## src/rtl/io_dma_pkg.sv

```systemverilog
// Shared opcodes, default sizes and the command decode for the IO DMA engine.
package io_dma_pkg;

  localparam int IN_W_DEF  = 22;
  localparam int OUT_W_DEF = 26;
  localparam int DEPTH_DEF = 64;
  localparam int HOLD_DEF  = 1;

  typedef enum logic [4:0] {
    OP_WR_OUT = 5'b00001,
    OP_SET_T  = 5'b00010,
    OP_SET_I  = 5'b00011,
    OP_RD_IN  = 5'b01001,
    OP_RD_BIT = 5'b01010,
    OP_IN_CNT = 5'b01011,
    OP_CLR    = 5'b01100
  } op_e;

  typedef struct packed {
    logic [4:0] op;
    logic [7:0] pos;
    logic [7:0] idx;
    logic       imm;
  } cmd_t;

  // imm and idx[0] share instr[0]; which one matters depends on the opcode.
  function automatic cmd_t decode(input logic [31:0] instr);
    cmd_t c;
    c.op  = instr[28:24];
    c.pos = instr[23:16];
    c.idx = instr[7:0];
    c.imm = instr[0];
    return c;
  endfunction

endpackage

```

## src/rtl/io_fifo.sv

```systemverilog
// Show-ahead circular FIFO; push into a full queue succeeds only alongside a pop.
module io_fifo #(
  parameter int WIDTH = 8,
  parameter int DEPTH = 4
) (
  input  logic                     clk,
  input  logic                     rst_n,
  input  logic                     push,
  input  logic [WIDTH-1:0]         push_data,
  input  logic                     pop,
  output logic [WIDTH-1:0]         pop_data,
  output logic                     full,
  output logic                     empty,
  output logic [$clog2(DEPTH):0]   count
);

  localparam int AW = $clog2(DEPTH);

  logic [WIDTH-1:0] mem [DEPTH];
  logic [AW-1:0]    wr_ptr, rd_ptr;
  logic             do_push, do_pop;

  assign empty    = (count == '0);
  assign full     = (count == (AW+1)'(DEPTH));
  assign do_pop   = pop & ~empty;
  assign do_push  = push & (~full | do_pop);
  assign pop_data = mem[rd_ptr];

  // Pointers are exactly AW bits wide, so wrap modulo DEPTH is free.
  always_ff @(posedge clk or negedge rst_n) begin
    if (!rst_n) begin
      wr_ptr <= '0;
      rd_ptr <= '0;
      count  <= '0;
    end else begin
      if (do_push) wr_ptr <= wr_ptr + 1'b1;
      if (do_pop)  rd_ptr <= rd_ptr + 1'b1;
      count <= count + (AW+1)'(do_push) - (AW+1)'(do_pop);
    end
  end

  always_ff @(posedge clk) begin
    if (do_push) mem[wr_ptr] <= push_data;
  end

endmodule

```

## src/rtl/io_dma_engine.sv

```systemverilog
// Button-sampled input queue and paced output queue driving io_out, under command control.
module io_dma_engine
  import io_dma_pkg::*;
#(
  parameter int IN_W  = IN_W_DEF,
  parameter int OUT_W = OUT_W_DEF,
  parameter int DEPTH = DEPTH_DEF,
  parameter int HOLD  = HOLD_DEF
) (
  input  logic                     clk,
  input  logic                     rst_n,
  input  logic                     cmd_valid,
  output logic                     cmd_ready,
  input  logic [31:0]              cmd_instr,
  input  logic [31:0]              f_value,
  input  logic [31:0]              t_value,
  input  logic                     apply_btn,
  input  logic [IN_W-1:0]          io_in,
  output logic [OUT_W-1:0]         io_out,
  output logic                     wb_valid,
  output logic [7:0]               wb_pos,
  output logic [31:0]              wb_value,
  output logic [$clog2(DEPTH):0]   in_count,
  output logic [$clog2(DEPTH):0]   out_count,
  output logic                     in_ovf,
  output logic                     out_ovf,
  output logic                     rd_empty_err
);

  localparam int HW = $clog2(HOLD + 1) + 1;

  cmd_t             cmd;
  logic [2:0]       btn_sync;
  logic             btn_rise;
  logic             in_full, in_empty, out_full, out_empty;
  logic [IN_W-1:0]  in_head, in_shift;
  logic [OUT_W-1:0] out_head, out_data, shadow, last_word, set_word;
  logic             rd_req, rd_ok, bit_val;
  logic             is_set, is_wr, idx_ok, set_bit;
  logic [31:0]      set_idx;
  logic             out_push, out_push_ok, deq;
  logic [HW-1:0]    hold_cnt;
  logic             unused_bits;

  assign cmd         = decode(cmd_instr);
  assign cmd_ready   = 1'b1;
  assign unused_bits = ^{cmd_instr[31:29], cmd_instr[15:8], f_value};

  // btn_sync[1:0] is the synchroniser; btn_sync[2] is the edge-detect history.
  assign btn_rise = btn_sync[1] & ~btn_sync[2];

  assign rd_req   = cmd_valid & (cmd.op == OP_RD_IN || cmd.op == OP_RD_BIT);
  assign rd_ok    = rd_req & ~in_empty;
  assign in_shift = in_head >> cmd.idx;
  assign bit_val  = ({24'b0, cmd.idx} < 32'(IN_W)) & in_shift[0];

  io_fifo #(.WIDTH(IN_W), .DEPTH(DEPTH)) u_in_fifo (
    .clk       (clk),
    .rst_n     (rst_n),
    .push      (btn_rise),
    .push_data (io_in),
    .pop       (rd_ok),
    .pop_data  (in_head),
    .full      (in_full),
    .empty     (in_empty),
    .count     (in_count)
  );

  // Bit ops modify the newest word headed for io_out, not the one on display.
  assign shadow   = out_empty ? io_out : last_word;
  assign is_wr    = cmd_valid & (cmd.op == OP_WR_OUT);
  assign is_set   = cmd_valid & (cmd.op == OP_SET_T || cmd.op == OP_SET_I);
  assign set_idx  = (cmd.op == OP_SET_T) ? t_value : {24'b0, cmd.pos};
  assign set_bit  = (cmd.op == OP_SET_T) ? f_value[0] : cmd.imm;
  assign idx_ok   = set_idx < 32'(OUT_W);
  assign set_word = (shadow & ~(OUT_W'(1) << set_idx)) | (OUT_W'(set_bit) << set_idx);
  assign out_data = is_wr ? f_value[OUT_W-1:0] : set_word;
  assign out_push = is_wr | (is_set & idx_ok);

  assign deq         = ~out_empty & (hold_cnt <= HW'(1));
  assign out_push_ok = out_push & (~out_full | deq);

  io_fifo #(.WIDTH(OUT_W), .DEPTH(DEPTH)) u_out_fifo (
    .clk       (clk),
    .rst_n     (rst_n),
    .push      (out_push),
    .push_data (out_data),
    .pop       (deq),
    .pop_data  (out_head),
    .full      (out_full),
    .empty     (out_empty),
    .count     (out_count)
  );

  always_ff @(posedge clk or negedge rst_n) begin
    if (!rst_n) begin
      btn_sync     <= '0;
      io_out       <= '0;
      last_word    <= '0;
      hold_cnt     <= '0;
      wb_valid     <= 1'b0;
      wb_pos       <= '0;
      wb_value     <= '0;
      in_ovf       <= 1'b0;
      out_ovf      <= 1'b0;
      rd_empty_err <= 1'b0;
    end else begin
      btn_sync <= {btn_sync[1:0], apply_btn};

      if (deq) begin
        io_out   <= out_head;
        hold_cnt <= HW'(HOLD);
      end else if (hold_cnt != '0) begin
        hold_cnt <= hold_cnt - 1'b1;
      end
      if (out_push_ok) last_word <= out_data;

      wb_valid <= 1'b0;
      if (cmd_valid) begin
        case (cmd.op)
          OP_RD_IN: if (!in_empty) begin
            wb_valid <= 1'b1;
            wb_pos   <= cmd.pos;
            wb_value <= 32'(in_head);
          end
          OP_RD_BIT: if (!in_empty) begin
            wb_valid <= 1'b1;
            wb_pos   <= cmd.pos;
            wb_value <= {31'b0, bit_val};
          end
          OP_IN_CNT: begin
            wb_valid <= 1'b1;
            wb_pos   <= cmd.pos;
            wb_value <= 32'(in_count);
          end
          default: ;
        endcase
      end

      // Clear first so an error raised in the same cycle still lands.
      if (cmd_valid && cmd.op == OP_CLR) begin
        in_ovf       <= 1'b0;
        out_ovf      <= 1'b0;
        rd_empty_err <= 1'b0;
      end
      if (btn_rise && in_full && !rd_ok)            in_ovf       <= 1'b1;
      if ((out_push && !out_push_ok) || (is_set && !idx_ok)) out_ovf <= 1'b1;
      if (rd_req && in_empty)                       rd_empty_err <= 1'b1;
    end
  end

endmodule

```

## config.mk

```make
export PLATFORM = sky130hd
export DESIGN_NAME = io_dma_engine
export DESIGN_NICKNAME = d
export VERILOG_FILES = /design/src/rtl/io_dma_pkg.sv /design/src/rtl/io_fifo.sv /design/src/rtl/io_dma_engine.sv
export SDC_FILE = /design/constraint.sdc
export NUM_CORES = 2
export LEC_CHECK = 0
export CAP_MARGIN = 20
export CORE_ASPECT_RATIO = 1.5
export CORE_MARGIN = 10
export CORE_UTILIZATION = 55
export CTS_CLUSTER_SIZE = 12
export DETAILED_ROUTE_END_ITERATION = 10
export HOLD_SLACK_MARGIN = 0.06
export PLACE_DENSITY = 0.72
export SYNTH_ARGS = -nofsm -noshare
export SYNTH_HDL_FRONTEND = slang
export SYNTH_HIERARCHICAL = 1
export SYNTH_SLANG_ARGS = --single-unit
export TNS_END_PERCENT = 5
```

## constraint.sdc

```tcl
create_clock -name clk -period 7 [get_ports clk]
set_input_delay 0.7 -clock clk [delete_from_list [all_inputs] [get_ports clk]]
set_output_delay 0.7 -clock clk [all_outputs]
set_load 0.005 [all_outputs]
```

---- Word-level counts from Yosys, hierarchy flattened ----
Memories as Yosys holds them, arrays and structs flattened. A register that Yosys moved wholly into a read port is not among the register bits.
Index checks and enable logic that the tools add are counted.
cells by class
  equal/unequal tests ..................... 12
  reductions and logical operators ........ 25
  shifts and indexed selects .............. 3
  order comparisons ....................... 3
  $add $sub $neg .......................... 9
  mux-type cells .......................... 22
  bitwise operators ....................... 25
operator list
  kind                     number
  $mux W32                 3
  $pmux W32 S3             1
  $mux W26                 2
  $lt A32 B5 Y1 const B    1
  $shl A1 B32 Y26          1
  $shl A1 B32 Y26 const A  1
  $and A26 B26 Y26         1
  $not A26 Y26             1
  $or A26 B26 Y26          1
  $add A6 B1 Y6 const B    4
  $shr A22 B8 Y1           1
  $eq A5 B4 Y1 const B     4
  $pmux W8 S2              1
  $add A7 B1 Y7            2
  $eq A7 B7 Y1 const B     2
  $logic_not A7 Y1         2
  $sub A7 B1 Y7            2
  $and A1 B1 Y1            13
  $reduce_bool A2 Y1       6
  $mux W1                  11
  $eq A5 B2 Y1 const B     2
  $lt A8 B5 Y1 const B     1
  $mux W8                  1
  $logic_and A1 B1 Y1      6
  14 further kinds         29
storage, ports and cells
  memories ................................ 2
  bits of input ports ..................... 122
  flip-flop bits (word level) ............. 113
  RAM bits ................................ 3072
memory list
  memory          depth  width  read ports  clocked after memory_dff  write ports  line           source
  u_out_fifo.mem  64     26     1           1                         1            io_fifo.sv:19  logic [WIDTH-1:0] mem [DEPTH];
  u_in_fifo.mem   64     22     1           0                         1            io_fifo.sv:19

---- Depth between registers and ports, before layout ----
  depth after elaboration ................. 10
  mapped depth ............................ 19

---- Hierarchy ----
The synthesis kept the hierarchy.
modules (own cells, without submodules)
  module                 instances  area an instance (µm²)  cells an instance
  io_fifo at u_out_fifo  1          64897.2                 3041
  io_fifo at u_in_fifo   1          55319.3                 2708
  io_dma_engine          1          5765.5                  595

---- Worst setup path after synthesis ----
Ideal clock, no wire load.
  path kind ............................... input to register
  start ................................... input cmd_instr[27]
  end ..................................... memory u_out_fifo/mem[0][23] in the netlist's numbering (data pin)
  setup time .............................. 724 ps
  cell stages on the path ................. 7
  slack ................................... 1406 ps
  path buffers ............................ 2
  arrival time ............................ 4870 ps
  required time ........................... 6276 ps
  path through ............................ or4b_1 buf_4 buf_6 or3_4 a21oi_4 a221o_1 a21boi_0
between the ends
  word-level cells in the longest chain between the ends .. 7
  elaborated cells between the ends (all ways) .. 11
  those cells by class .................... 2 x eq/ne; 2 x shift; 3 x mux; 4 x bitwise
ends and longest elaborated chain
  what              line                                      source
  from (decl)       io_dma_engine.sv:14                       input logic [31:0] cmd_instr,
  $eq A5 B2 Y1      io_dma_engine.sv:73, io_dma_engine.sv:74
  $mux W32          io_dma_engine.sv:73                       assign set_idx = (cmd.op == OP_SET_T) ? t_value : {24'b0, cmd.pos};
  $shl A1 B32 Y26   io_dma_engine.sv:76                       assign set_word = (shadow & ~(OUT_W'(1) << set_idx)) | (OUT_W'(set_bit) << set_idx);
  $not A26 Y26      io_dma_engine.sv:76
  $and A26 B26 Y26  io_dma_engine.sv:76
  $or A26 B26 Y26   io_dma_engine.sv:76
  $mux W26 (*)      io_dma_engine.sv:77                       assign out_data = is_wr ? f_value[OUT_W-1:0] : set_word;
  net out_data[23]  io_dma_engine.sv:37                       logic [OUT_W-1:0] out_head, out_data, shadow, last_word, set_word;
  to (decl)         io_fifo.sv:19
The timed path passes the listed nets; every way through them passes the cells marked *.

---- Final worst setup path ----
  start ................................... register u_in_fifo.rd_ptr[3]
  end ..................................... register wb_value[0]
between the ends
  word-level cells in the longest chain between the ends .. 5
  elaborated cells between the ends (all ways) .. 6
  those cells by class .................... 1 x shift; 3 x mux; 1 x bitwise; 1 x memory
ends and longest elaborated chain
  what                    line                  source
  from (decl)             io_fifo.sv:20         logic [AW-1:0] wr_ptr, rd_ptr;
  from (signal assigned)  io_fifo.sv:37         if (do_pop) rd_ptr <= rd_ptr + 1'b1;
  $mem_v2 Z64 W22         --
  net in_head[1]          io_dma_engine.sv:36   logic [IN_W-1:0] in_head, in_shift;
  $shr A22 B8 Y1          io_dma_engine.sv:54   assign in_shift = in_head >> cmd.idx;
  $and A1 B1 Y1           io_dma_engine.sv:55   assign bit_val = ({24'b0, cmd.idx} < 32'(IN_W)) & in_shift[0];
  $mux W32                io_dma_engine.sv:126  OP_RD_BIT: if (!in_empty) begin
  $pmux W32 S3            io_dma_engine.sv:120  case (cmd.op)
  to (signal assigned)    io_dma_engine.sv:124  wb_value <= 32'(in_head);
  to (signal assigned)    io_dma_engine.sv:129  wb_value <= {31'b0, bit_val};
  to (signal assigned)    io_dma_engine.sv:134  wb_value <= 32'(in_count);
  to (decl)               io_dma_engine.sv:22   output logic [31:0] wb_value,
The timed path passes the listed nets, and every way through them passes these cells. The select of a mux whose other input is x is not followed.
A chain may end at the register's enable or synchronous reset.

==> results.md <==
- Placed instance area: between 100000 and 150000 um2
- TritonCTS clock tree: yes
- HPWL Detailed: 192000 um
- Count of different cell masters after synthesis: 98
- Internal Dissipation: 0.0359 W
- M1 WL: 110000 um
- Worst-path maximum fanout: 26
- Core area: 228000 um2
- PnR worst setup slack: 1.91 ns
- Die X: 411 um
- Syn Inst Count: 6344
- Top routing layer used: met5
- Final Hold Fails: 0
- Die area: 249000 um2
- Area growth syn-to-layout: 12.0%
- GRT Resource Usage Total: 25.4%
- RSZ-0062 raised after global routing: no
- Ys flop type: edfxtp_1
- Max Transition Viols Final: 0
- Arr. time, crit path: 5.86 ns
- Synth top area share: 73.2%
- Routability cong.: 0.937
- Clock power frac: 29.0%
- Largest net degree at the start of global routing: 111
- Clock-pin slew on the worst setup and hold paths: 0.06 ns
- Metal3 WL: about 25000 um
- Initial antenna violation count: 11
- Final instance area: 141000 um2
- Fraction of layout cells with a size suffix above 1: 21.8%
- Nature of the critical path startpoint: flip-flop
- Transition time of the tightest slew-check pin: around 1.2 ns
- 1st-pass router iterations: 5
- Site row count: 215
- Most numerous cell in the Yosys netlist: edfxtp_1
- Ys Warns: 6
- Leakage power: 46.5 nW
- Final Cycle Share: between 70 and 80%
- CTS buffer count: 318
- Ys async rst share: 4.03%
- Congestion Overflow GR: 0
- Final TNS setup: 0 ns
- Seq pwr share: 42.8%
- Min-delay worst type: flip-flop to flip-flop
- Max H-tree Level: 5
- DRC Markers: 0
- Critical path required time: 7.77 ns
- Post-synth top area cell: edfxtp_1
- Rel. slew slack: 17.5%
- Post-synthesis sequential area ratio: 75.8%
- DIE HEIGHT: ~600 um
- Worst skew pair latency: 0.86 ns
- Sw Ratio: 31.1%
- Pwr dens: 369 nW/um2
- I/O pins: ~210
- Starting density of the core: 55.2%
- Status: finished clean
- Vias in the first global route: 65800
- Commonest cells post-synth: edfxtp_1 (3072), mux2i_1 (605), mux4_2 (490)
- Hold_ws: 0.335 ns
- Fmax: 0.196 GHz
- Final min period: 5.09 ns
- Total Routed Length: 320000 um
- Worst VDD drop: 270 uV
- Clock Sinks: 3201
- Post-CTS setup buffer count: 0
- Final nets: 6895
- Total Power: 0.0521 W
- Largest cells by area after synthesis: edfxtp_1 (73%), mux4_2 (8.8%), mux2i_1 (4.8%), dfrtp_1 (2.6%), mux2_2 (1.1%)
- Vias: about 65000
- Fillers: 15600
- Wirelength per Cell: approximately 32 um
- Root Buffer: clkbuf_16
- Worst setup EP type: flip-flop
- Via density: 6.53
- PortBufs: 178
- Initial DRC count: 7052
- Worst Skew: 0.0549 ns
- CTS max path bufs: 4
- Place WS: around 1.6 ns
- Yosys reg bits: around 3200
- Max-Cap Viols: 0
- Critical path type: flip-flop to flip-flop
- P_sw: 0.0162 W
- First-pass GRT wire length: 461000 um
- Number of synthesized flops with an enable pin: 3072
- Metal2 WL: ~160000 um
- Final setup vio count: 0
- Avg Inst Size Synth: slightly below 20 um2
- Post-CTS Resized: 0
- Logic gate share of total power: 28.1%
- Antenna Nets Post-Route: 0
- Cell Area, Synth: 126000 um2
## power groups by stage
stage	sequential, W	combinational (W)	clock [W]
final	0.0223	0.0147	0.0151
after global routing	0.0223	0.0152	0.0160
after CTS	0.0223	0.0146	0.0153
after detailed placement	0.0227	0.0145	0
after global placement	0.0227	0.0143	0
after floorplan	0.0222	0.00962	0
## per-layer routing
layer	vias up	track usage (%)
met4	10	15.7
met5	-	0
li1	26900	-
met2	3161	42.7
met3	761	4.50
met1	34000	30.6
## sequential cells by signal, indices dropped and copies added, names as in the netlist
| signal | count |
|---|---|
| btn_sync | 3 |
| hold_cnt | 2 |
| in_ovf | 1 |
| io_out | 26 |
| last_word | 26 |
| out_ovf | 1 |
| rd_empty_err | 1 |
| u_in_fifo/count | 7 |
| u_in_fifo/mem | 1408 |
| u_in_fifo/rd_ptr | 6 |
| u_in_fifo/wr_ptr | 6 |
| u_out_fifo/count | 7 |
| u_out_fifo/mem | 1664 |
| u_out_fifo/rd_ptr | 6 |
| u_out_fifo/wr_ptr | 6 |
| wb_pos | 8 |
| wb_valid | 1 |
| wb_value | 22 |
## worst paths after layout
check                               startpoint                    to  slack (ns)  cells past startpoint
hold reg to reg                    btn_sync[0]           btn_sync[1]        0.33                      0
setup / recovery           u_in_fifo/rd_ptr[3]           wb_value[0]        1.91                     11
setup reg to reg           u_in_fifo/rd_ptr[3]           wb_value[0]        1.91                     11
max in group asynchronous                rst_n  u_out_fifo/rd_ptr[2]        5.33                      3
min in group asynchronous                rst_n          wb_value[20]        0.38                      2
hold / removal                     btn_sync[0]           btn_sync[1]        0.33                      0
## metrics by stage
stage | std cells | utilization (%)
finish | 9927 | 61.8
global placement | 9455 | 57.8
floorplan | 6353 | -
CTS | 9914 | 61.7
global route | 9923 | 61.8
detailed placement | 9457 | 57.8
## worst max-delay path, cell delays in order, from the launching register on
cell and delay [ns]:
dfrtp_4 0.69, nor2b_4 0.76, nand2_2 0.71, o22ai_1 0.36
a211oi_1 0.10, a22oi_1 0.64, a21o_1 0.65, mux2i_1 0.17
a221oi_1 0.33, nand2_1 0.08, a311o_1 0.33, a2bb2oi_1 0.15
## final cells by class
class / instances / area, um2 / share of cell area, %
tap: 3038 / 3800 / 2.69
timing repair buffer: 458 / 4090 / 2.90
clock inverter: 34 / 254 / 0.180
sequential: 3201 / 95500 / 67.7
clock buffer: 422 / 8520 / 6.04
multi-input combinational: 2737 / 28800 / 20.4
inverter: 32 / 121 / 0.0860
antenna: 5 / 12.5 / 0.00887
## placed cells by master (no fill, tap or decap), types with 40 or more instances in the layout
| cell type | Yosys | final |
|---|---|---|
| a211oi_1 | 50 | 50 |
| a21oi_1 | 91 | 86 |
| a221oi_1 | 125 | 125 |
| buf_4 | 73 | 255 |
| clkbuf_1 | 173 | 96 |
| clkbuf_16 | 0 | 326 |
| clkdlybuf4s50_1 | 0 | 155 |
| dfrtp_1 | 129 | 120 |
| edfxtp_1 | 3072 | 3072 |
| mux2_2 | 128 | 128 |
| mux2i_1 | 605 | 605 |
| mux4_2 | 490 | 490 |
| nand2_1 | 184 | 179 |
| nand3_1 | 41 | 40 |
| nor2_1 | 232 | 96 |
| nor2_2 | 1 | 129 |
| o211ai_1 | 42 | 42 |
| o21ai_0 | 133 | 133 |
| o221ai_1 | 94 | 94 |
| o22ai_1 | 85 | 85 |
## cell families after synthesis
logic type	share of synthesized area (%)
buffers and inverters	1.87
other	0.00596
adders and majority gates	0.260
DFF	75.8
muxes	14.8
and+or+nand+nor	2.25
xor gates and xnor gates	0.229
AOI/OAI and AO/OA	4.80
## repair_timing
action	4_1_cts	5_1_grt
setup endpoints to repair	0	0
hold buffers	1	0
endpoints found under the hold margin	38	0
(Power assumes the default switching activity.)
